`src/rtl/uncache_mem_if.sv`:
```
// uncache_mem_if: LSU uncached request/response channel between the LSU (master) and memory (slave).
// The error output exists only when UNCACHE_MISALIGN_CHK_EN is defined.
interface uncache_mem_if;
  logic        uncache_mem_vld_i;
  logic        uncache_mem_ready_o;
  logic        uncache_mem_write_i;
  logic [2:0]  uncache_mem_size_i;
  logic [63:0] uncache_mem_addr_i;
  logic [63:0] uncache_mem_wdata_i;
  logic        uncache_mem_resp_vld_o;
  logic        uncache_mem_resp_rdy_i;
  logic [63:0] uncache_mem_resp_data_o;
`ifdef UNCACHE_MISALIGN_CHK_EN
  logic        uncache_mem_err_o;
`endif

  modport slave (
    input  uncache_mem_vld_i, uncache_mem_write_i, uncache_mem_size_i, uncache_mem_addr_i,
           uncache_mem_wdata_i, uncache_mem_resp_rdy_i,
    output uncache_mem_ready_o, uncache_mem_resp_vld_o, uncache_mem_resp_data_o
`ifdef UNCACHE_MISALIGN_CHK_EN
    , output uncache_mem_err_o
`endif
  );

  modport master (
    output uncache_mem_vld_i, uncache_mem_write_i, uncache_mem_size_i, uncache_mem_addr_i,
           uncache_mem_wdata_i, uncache_mem_resp_rdy_i,
    input  uncache_mem_ready_o, uncache_mem_resp_vld_o, uncache_mem_resp_data_o
`ifdef UNCACHE_MISALIGN_CHK_EN
    , input uncache_mem_err_o
`endif
  );
endinterface

```
`src/rtl/uncache_mem_ctrl.sv`:
```
// uncache_mem_ctrl: single-outstanding uncached LSU slave driving a 64-bit SRAM with added latency.
// Define UNCACHE_MISALIGN_CHK_EN to reject misaligned accesses and report them on uncache_mem_err_o.
module uncache_mem_ctrl #(
  parameter int unsigned ADDR_W    = 12,
  parameter logic [63:0] BASE_ADDR = 64'h8000_0000,
  parameter int unsigned LATENCY   = 2
) (
  input  logic              clk,
  input  logic              rst_n,
  uncache_mem_if.slave      lsu,
  output logic              sram_en_o,
  output logic              sram_we_o,
  output logic [ADDR_W-1:0] sram_addr_o,
  output logic [7:0]        sram_wstrb_o,
  output logic [63:0]       sram_wdata_o,
  input  logic [63:0]       sram_rdata_i
);

  localparam logic [3:0] Lat = 4'(LATENCY);

  typedef enum logic [2:0] {StIdle, StWait, StAccess, StRdata, StResp} state_e;

  state_e            state_q, state_d;
  logic [3:0]        cnt_q, cnt_d;
  logic              write_q, write_d;
  logic [1:0]        size_q, size_d;
  logic [63:0]       addr_q, addr_d;
  logic [63:0]       wdata_q, wdata_d;
  logic              resp_vld_q, resp_vld_d;
  logic [63:0]       resp_data_q, resp_data_d;
  logic              sram_en_q, sram_en_d;
  logic              sram_we_q, sram_we_d;
  logic [ADDR_W-1:0] sram_addr_q, sram_addr_d;
  logic [7:0]        sram_wstrb_q, sram_wstrb_d;
  logic [63:0]       sram_wdata_q, sram_wdata_d;

  // Size bit 2 only selects sign extension in the LSU.
  logic unused_size_msb;
  assign unused_size_msb = lsu.uncache_mem_size_i[2];

  logic [63:0]       offs;
  logic [2:0]        off;
  logic [ADDR_W-1:0] idx;
  logic              in_range;
  logic [7:0]        base_mask;
  logic [63:0]       size_mask;
  logic [7:0]        lane_strb;
  logic [63:0]       lane_wdata;
  logic [63:0]       rdata_aligned;
  logic              misaligned;

  assign offs     = addr_q - BASE_ADDR;
  assign off      = offs[2:0];
  assign idx      = offs[ADDR_W+2:3];
  assign in_range = (addr_q >= BASE_ADDR) && (offs < (64'd8 << ADDR_W));

  always_comb begin
    unique case (size_q)
      2'd0: begin base_mask = 8'h01; size_mask = 64'h0000_0000_0000_00ff; end
      2'd1: begin base_mask = 8'h03; size_mask = 64'h0000_0000_0000_ffff; end
      2'd2: begin base_mask = 8'h0f; size_mask = 64'h0000_0000_ffff_ffff; end
      default: begin base_mask = 8'hff; size_mask = 64'hffff_ffff_ffff_ffff; end
    endcase
  end

  // Strobes shifted past byte 7 fall off the 8-bit result rather than wrapping.
  assign lane_strb     = base_mask << off;
  assign lane_wdata    = wdata_q << {off, 3'b000};
  assign rdata_aligned = (sram_rdata_i >> {off, 3'b000}) & size_mask;

`ifdef UNCACHE_MISALIGN_CHK_EN
  always_comb begin
    unique case (size_q)
      2'd0:    misaligned = 1'b0;
      2'd1:    misaligned = off[0];
      2'd2:    misaligned = |off[1:0];
      default: misaligned = |off;
    endcase
  end

  assign lsu.uncache_mem_err_o = misaligned &&
                                 (((state_q == StAccess) && write_q) || (state_q == StResp));
`else
  assign misaligned = 1'b0;
`endif

  always_comb begin
    state_d      = state_q;
    cnt_d        = cnt_q;
    write_d      = write_q;
    size_d       = size_q;
    addr_d       = addr_q;
    wdata_d      = wdata_q;
    resp_vld_d   = resp_vld_q;
    resp_data_d  = resp_data_q;
    sram_en_d    = 1'b0;
    sram_we_d    = 1'b0;
    sram_addr_d  = sram_addr_q;
    sram_wstrb_d = sram_wstrb_q;
    sram_wdata_d = sram_wdata_q;

    unique case (state_q)
      StIdle: begin
        if (lsu.uncache_mem_vld_i) begin
          write_d = lsu.uncache_mem_write_i;
          size_d  = lsu.uncache_mem_size_i[1:0];
          addr_d  = lsu.uncache_mem_addr_i;
          wdata_d = lsu.uncache_mem_wdata_i;
          cnt_d   = Lat;
          state_d = StWait;
        end
      end
      StWait: begin
        if (cnt_q != 4'd0) begin
          cnt_d = cnt_q - 4'd1;
        end else if (write_q && !in_range && !misaligned) begin
          state_d = StIdle;
        end else begin
          state_d = StAccess;
          // Loads that are rejected still walk ACCESS/RDATA so their timing matches a real read.
          if (in_range && !misaligned) begin
            sram_en_d   = 1'b1;
            sram_we_d   = write_q;
            sram_addr_d = idx;
            if (write_q) begin
              sram_wstrb_d = lane_strb;
              sram_wdata_d = lane_wdata;
            end else begin
              sram_wstrb_d = 8'h00;
            end
          end
        end
      end
      StAccess: state_d = write_q ? StIdle : StRdata;
      StRdata: begin
        if (misaligned) begin
          resp_data_d = '1;
        end else if (in_range) begin
          resp_data_d = rdata_aligned;
        end else begin
          resp_data_d = '0;
        end
        resp_vld_d = 1'b1;
        state_d    = StResp;
      end
      StResp: begin
        if (lsu.uncache_mem_resp_rdy_i) begin
          resp_vld_d = 1'b0;
          state_d    = StIdle;
        end
      end
      default: state_d = StIdle;
    endcase
  end

  always_ff @(posedge clk or negedge rst_n) begin
    if (!rst_n) begin
      state_q      <= StIdle;
      cnt_q        <= '0;
      write_q      <= 1'b0;
      size_q       <= '0;
      addr_q       <= '0;
      wdata_q      <= '0;
      resp_vld_q   <= 1'b0;
      resp_data_q  <= '0;
      sram_en_q    <= 1'b0;
      sram_we_q    <= 1'b0;
      sram_addr_q  <= '0;
      sram_wstrb_q <= '0;
      sram_wdata_q <= '0;
    end else begin
      state_q      <= state_d;
      cnt_q        <= cnt_d;
      write_q      <= write_d;
      size_q       <= size_d;
      addr_q       <= addr_d;
      wdata_q      <= wdata_d;
      resp_vld_q   <= resp_vld_d;
      resp_data_q  <= resp_data_d;
      sram_en_q    <= sram_en_d;
      sram_we_q    <= sram_we_d;
      sram_addr_q  <= sram_addr_d;
      sram_wstrb_q <= sram_wstrb_d;
      sram_wdata_q <= sram_wdata_d;
    end
  end

  assign lsu.uncache_mem_ready_o     = (state_q == StIdle);
  assign lsu.uncache_mem_resp_vld_o  = resp_vld_q;
  assign lsu.uncache_mem_resp_data_o = resp_data_q;
  assign sram_en_o                   = sram_en_q;
  assign sram_we_o                   = sram_we_q;
  assign sram_addr_o                 = sram_addr_q;
  assign sram_wstrb_o                = sram_wstrb_q;
  assign sram_wdata_o                = sram_wdata_q;

endmodule

```
`src/flat_wrapper.sv`:
```
// flat-port wrapper written by rule: the top's interface ports become plain ports
module uncache_mem_ctrl_flat 
#(
  parameter int unsigned ADDR_W    = 12,
  parameter logic [63:0] BASE_ADDR = 64'h8000_0000,
  parameter int unsigned LATENCY   = 2
)
  (clk, rst_n, sram_en_o, sram_we_o, sram_addr_o, sram_wstrb_o, sram_wdata_o, sram_rdata_i, lsu_uncache_mem_vld_i, lsu_uncache_mem_write_i, lsu_uncache_mem_size_i, lsu_uncache_mem_addr_i, lsu_uncache_mem_wdata_i, lsu_uncache_mem_resp_rdy_i, lsu_uncache_mem_ready_o, lsu_uncache_mem_resp_vld_o, lsu_uncache_mem_resp_data_o);
  uncache_mem_if lsu_i ();
  input  logic clk;
  input  logic rst_n;
  output logic sram_en_o;
  output logic sram_we_o;
  output logic [ADDR_W-1:0] sram_addr_o;
  output logic [7:0] sram_wstrb_o;
  output logic [63:0] sram_wdata_o;
  input  logic [63:0] sram_rdata_i;
  input wire logic [$bits(lsu_i.uncache_mem_vld_i)-1:0] lsu_uncache_mem_vld_i;
  input wire logic [$bits(lsu_i.uncache_mem_write_i)-1:0] lsu_uncache_mem_write_i;
  input wire logic [$bits(lsu_i.uncache_mem_size_i)-1:0] lsu_uncache_mem_size_i;
  input wire logic [$bits(lsu_i.uncache_mem_addr_i)-1:0] lsu_uncache_mem_addr_i;
  input wire logic [$bits(lsu_i.uncache_mem_wdata_i)-1:0] lsu_uncache_mem_wdata_i;
  input wire logic [$bits(lsu_i.uncache_mem_resp_rdy_i)-1:0] lsu_uncache_mem_resp_rdy_i;
  output wire logic [$bits(lsu_i.uncache_mem_ready_o)-1:0] lsu_uncache_mem_ready_o;
  output wire logic [$bits(lsu_i.uncache_mem_resp_vld_o)-1:0] lsu_uncache_mem_resp_vld_o;
  output wire logic [$bits(lsu_i.uncache_mem_resp_data_o)-1:0] lsu_uncache_mem_resp_data_o;
  assign lsu_i.uncache_mem_vld_i = lsu_uncache_mem_vld_i;
  assign lsu_i.uncache_mem_write_i = lsu_uncache_mem_write_i;
  assign lsu_i.uncache_mem_size_i = lsu_uncache_mem_size_i;
  assign lsu_i.uncache_mem_addr_i = lsu_uncache_mem_addr_i;
  assign lsu_i.uncache_mem_wdata_i = lsu_uncache_mem_wdata_i;
  assign lsu_i.uncache_mem_resp_rdy_i = lsu_uncache_mem_resp_rdy_i;
  assign lsu_uncache_mem_ready_o = lsu_i.uncache_mem_ready_o;
  assign lsu_uncache_mem_resp_vld_o = lsu_i.uncache_mem_resp_vld_o;
  assign lsu_uncache_mem_resp_data_o = lsu_i.uncache_mem_resp_data_o;
  uncache_mem_ctrl #(.ADDR_W(ADDR_W), .BASE_ADDR(BASE_ADDR), .LATENCY(LATENCY)) u_core (.clk(clk), .rst_n(rst_n), .lsu(lsu_i), .sram_en_o(sram_en_o), .sram_we_o(sram_we_o), .sram_addr_o(sram_addr_o), .sram_wstrb_o(sram_wstrb_o), .sram_wdata_o(sram_wdata_o), .sram_rdata_i(sram_rdata_i));
endmodule
```
`config.mk`:
```
export PLATFORM = sky130hd
export DESIGN_NAME = uncache_mem_ctrl_flat
export DESIGN_NICKNAME = d
export VERILOG_FILES = /design/src/rtl/uncache_mem_if.sv /design/src/rtl/uncache_mem_ctrl.sv /design/src/flat_wrapper.sv
export SDC_FILE = /design/constraint.sdc
export NUM_CORES = 1
export LEC_CHECK = 0
export ABC_AREA = 1
export BUFFER_PORTS_ARGS = -buffer_cell sky130_fd_sc_hd__clkbuf_2
export CORE_MARGIN = 1.5
export CORE_UTILIZATION = 50
export CTS_CLUSTER_SIZE = 12
export DETAILED_ROUTE_END_ITERATION = 16
export GPL_TIMING_DRIVEN = 0
export HOLD_SLACK_MARGIN = 0.02
export PLACE_DENSITY = 0.83
export REMOVE_ABC_BUFFERS = 1
export SLEW_MARGIN = 5
export SYNTH_ARGS = -nofsm -noshare
export SYNTH_HDL_FRONTEND = slang
export SYNTH_SLANG_ARGS = --single-unit
export TNS_END_PERCENT = 5
```
`constraint.sdc`:
```
create_clock -name clk -period 2.35 [get_ports clk]
set_input_delay 0.3525 -clock clk [delete_from_list [all_inputs] [get_ports clk]]
set_output_delay 0.3525 -clock clk [all_outputs]
set_load 0.005 [all_outputs]
```
==> key figures <==
Run status
  – Status: complete, but fails checks
  – Failing checks: setup timing

Final layout
  – # diodes: 0
  – Share of cells above drive strength 1: between 20% and 30%
  – Nets: 2739
  – Post-route cell area: 20900 sq um
  – Area added between synthesis and finish: 31.8%

STA
  – RSZ-0062 raised after global routing: yes
  – Hold Slack: ~0.028 ns
  – Peak Freq: approximately 0.37 GHz
  – Crit share post-route: 116%
  – Slew @ Worst Pin: 0.867 ns
  – Setup ws final: -0.375 ns
  – Setup Skew: roughly 0.019 ns
  – Slew margin rel.: 42.2%
  – Count of pins over their slew limit: 0
  – Final hold violation count: 0
  – Final setup fails: 151
  – Final worst path period need: 2.73 ns

Floorplan
  – Core Box Area: 30900 sq um
  – Initial Util: about half
  – Row cnt: 64
  – Chip Height: around 180 um
  – Die W: between 150 and 200 um
  – Num ports: 352
  – Die Footprint: 32700 sq um

Detailed routing
  – Final wirelength: 58.4 mm
  – DR iter-0 viols: 1522
  – Drt first pass iters: 6
  – ANT nets after route: 0
  – Drt wl/cell: 19.8 um
  – Drt drc: 0
  – Number of vias per cell: 5.76
  – Vias: between 15000 and 20000

Clock network
  – Clk slew on worst S/H paths: approximately 0.070 ns
  – CTS Sinks: 289
  – CTS root buffer: clkbuf_16
  – CTS tree: done
  – Htree depth: 2
  – Skew-Pair Late Insertion Delay: 0.53 ns
  – Max clock buf depth: 3
  – Num CTS Buffers: 34

Place
  – GP Congestion: 0.948
  – Placed cell area: 17900 sq um
  – DP HPWL: 34.5 mm
  – PortBufs: 350

Synthesis
  – Area contributors post-synth: dfrtp_1 (46%), nand2_1 (19%), o21ai_0 (6.7%), nor2_1 (5.1%), inv_1 (3.1%)
  – EDFF count, synth: 0
  – Avg Cell Area, Syn: 7.28 sq um
  – Synth top cells by count: nand2_1 (818), dfrtp_1 (289), nor2_1 (216)
  – Post-synthesis register bit count: 289
  – Syn Std Cell Area: 15800 sq um
  – Ys async rst share: 100%
  – Number of distinct library cells after synthesis: 39
  – Ys Warns: 0
  – Dominant synthesized flop cell: dfrtp_1
  – Sequential area share after synthesis: between 40% and 50%
  – Yosys top cell by area: dfrtp_1
  – Count leader, synth: nand2_1
  – Synthesized instance count: around 2200
  – Top-area cell type share of the netlist area: 45.7%

Global routing
  – Global-route wire length before repair: approximately 92 mm
  – Vias in the first global route: 16946
  – Antenna violations before repair: 2
  – Total gr overflow: 0
  – Largest net degree at the start of global routing: about 110
  – Gr usage total: 35.9%

Setup path
  – Critical path cell sequence: nor2_4 > nand2_2 > o21ai_0 > nand3_1 > nor2_1 > nand2_1 > nor2_2 > nand3b_1 > nor2_4 > nand3_4 > buf_12 > buf_16 > o21ai_1
  – Family with the most delay on the worst path: simple AND/OR/NAND/NOR gates
  – Crit Path Class: reg2reg
  – Critical path's slowest cell: dfrtp_2
  – Critical path fanouts, max: 19
  – Worst Path Buf+Inv: 2
  – Worst EP arrival: ~3.2 ns
  – Max incr delay on CP: 0.45 ns
  – Startpoint Class: flop
  – Critical Path Most Common Cell: nor2_4
  – Data required time of the critical path: approximately 2.8 ns
  – Worst setup EP type: flop

Run
  – Max_cap viols: 0

Hold path
  – HP Class: in2reg

Power
  – Max VDD drop: 0.868 mV
  – PD cells: approximately 1300 nW/um^2
  – Leakage power: 10.6 nW
## metal layers
layer | part of all wire [%] | vias to the layer above | track usage, %
met5 | 0.022 | - | 0
met2 | 46 | 970 | 58.3
met3 | 9.5 | 219 | 7.03
met4 | 5.6 | 2 | 19.0
li1 | - | 7780 | -
met1 | 39 | 8049 | 45.5
## registers in the layout, indices dropped and copies added (netlist names)
signal,cells
u_core.lsu.uncache_mem_resp_data_o,64
u_core.wdata_q,64
u_core.state_q,3
u_core.write_q,1
u_core.sram_we_o,1
u_core.sram_addr_o,12
u_core.lsu.uncache_mem_resp_vld_o,1
u_core.addr_q,64
u_core.size_q,2
u_core.sram_en_o,1
u_core.sram_wstrb_o,8
u_core.cnt_q,4
u_core.sram_wdata_o,64
## kinds of logic after synthesis
kind of cell             after synthesis  synth area share, %
XOR/XNOR                               3                0.166
AND/OR/NAND/NOR                     1217                 31.4
buffers and inverters                261                 6.78
flip-flops                           289                 45.7
AO/OA/AOI/OAI                        376                 14.1
adder cells (fa/ha/maj)                3                0.237
multiplexers                          26                 1.64
## final cells by class
| cell class | instances | area [sq um] |
|---|---|---|
| fill | 2574 | 10000 |
| multi-input combinational | 1631 | 8320 |
| timing repair inverter | 3 | 26.3 |
| tap | 396 | 495 |
| inverter | 138 | 582 |
| sequential | 289 | 7250 |
| clock buffer | 53 | 1030 |
| timing repair buffer | 439 | 3040 |
| clock inverter | 7 | 135 |
## per-stage QoR
stage / setup TNS (ns) / setup WS [ns] / utilization (%) / power, W / cells
floorplan: -995.96 / -6.87 / - / 0.0149 / 2052
global placement: -3485.68 / -12.59 / 56.7 / 0.0173 / 2798
detailed placement: -160.81 / -1.77 / 57.9 / 0.0186 / 2812
CTS: -30.15 / -0.254 / 66.4 / 0.0258 / 2953
global route: -54.48 / -0.453 / 67.5 / 0.0281 / 2956
finish: -38.24 / -0.375 / 67.5 / 0.0264 / 2956
## placed cells by master, fill, tap and decap left out, drive strengths merged, types with 2 or more instances in the layout
master,n
nand2,828
clkbuf,403
dfrtp,289
o21ai,245
nor2,236
inv,140
nand3,95
buf,84
o31ai,52
nand4,36
a21oi,32
mux2i,26
or2,17
o21a,14
o211ai,11
o22ai,9
a22oi,8
nor3,5
a211oi,4
bufinv,4
clkinv,4
xor2,3
dlygate4sd3,3
ha,3
and3,2
nand3b,2
bufbuf,2
## path summary, 6_finish.rpt
path / start / endpoint / slack, ns / depth (start not counted)
max: u_core.addr_q[33] / u_core.sram_wdata_o[23] / -0.38 / 13
min: lsu_uncache_mem_addr_i[39] / u_core.addr_q[39] / 0.03 / 3
max reg2reg: u_core.addr_q[33] / u_core.sram_wdata_o[23] / -0.38 / 13
min reg2reg: u_core.wdata_q[61] / u_core.wdata_q[61] / 0.47 / 2
max in group asynchronous: rst_n / u_core.lsu.uncache_mem_resp_data_o[32] / 0.80 / 3
min in group asynchronous: rst_n / u_core.addr_q[33] / 0.49 / 2
## power breakdown
part,internal (W),switching [W]
clock network,0.00344,0.00213
registers,0.00661,0.00153
logic,0.00436,0.00832
## timing repair
item | CTS | global route
endpoints found under the setup margin | 155 | 152
hold buffers | 3 | 0
gates resized for setup | 157 | 80
cloned | 20 | 0
buffers inserted | 59 | 3
pin swaps | 43 | 22
endpoints found under the hold margin | 101 | 0
## worst min-delay path: cells and delay by family
family | cells | cell delay (ns)
AO/OA/AOI/OAI | 1 | 0.06
AND/OR/NAND/NOR | 1 | 0.04
buffers and inverters | 1 | 0.07
(Power assumes the default switching activity.)
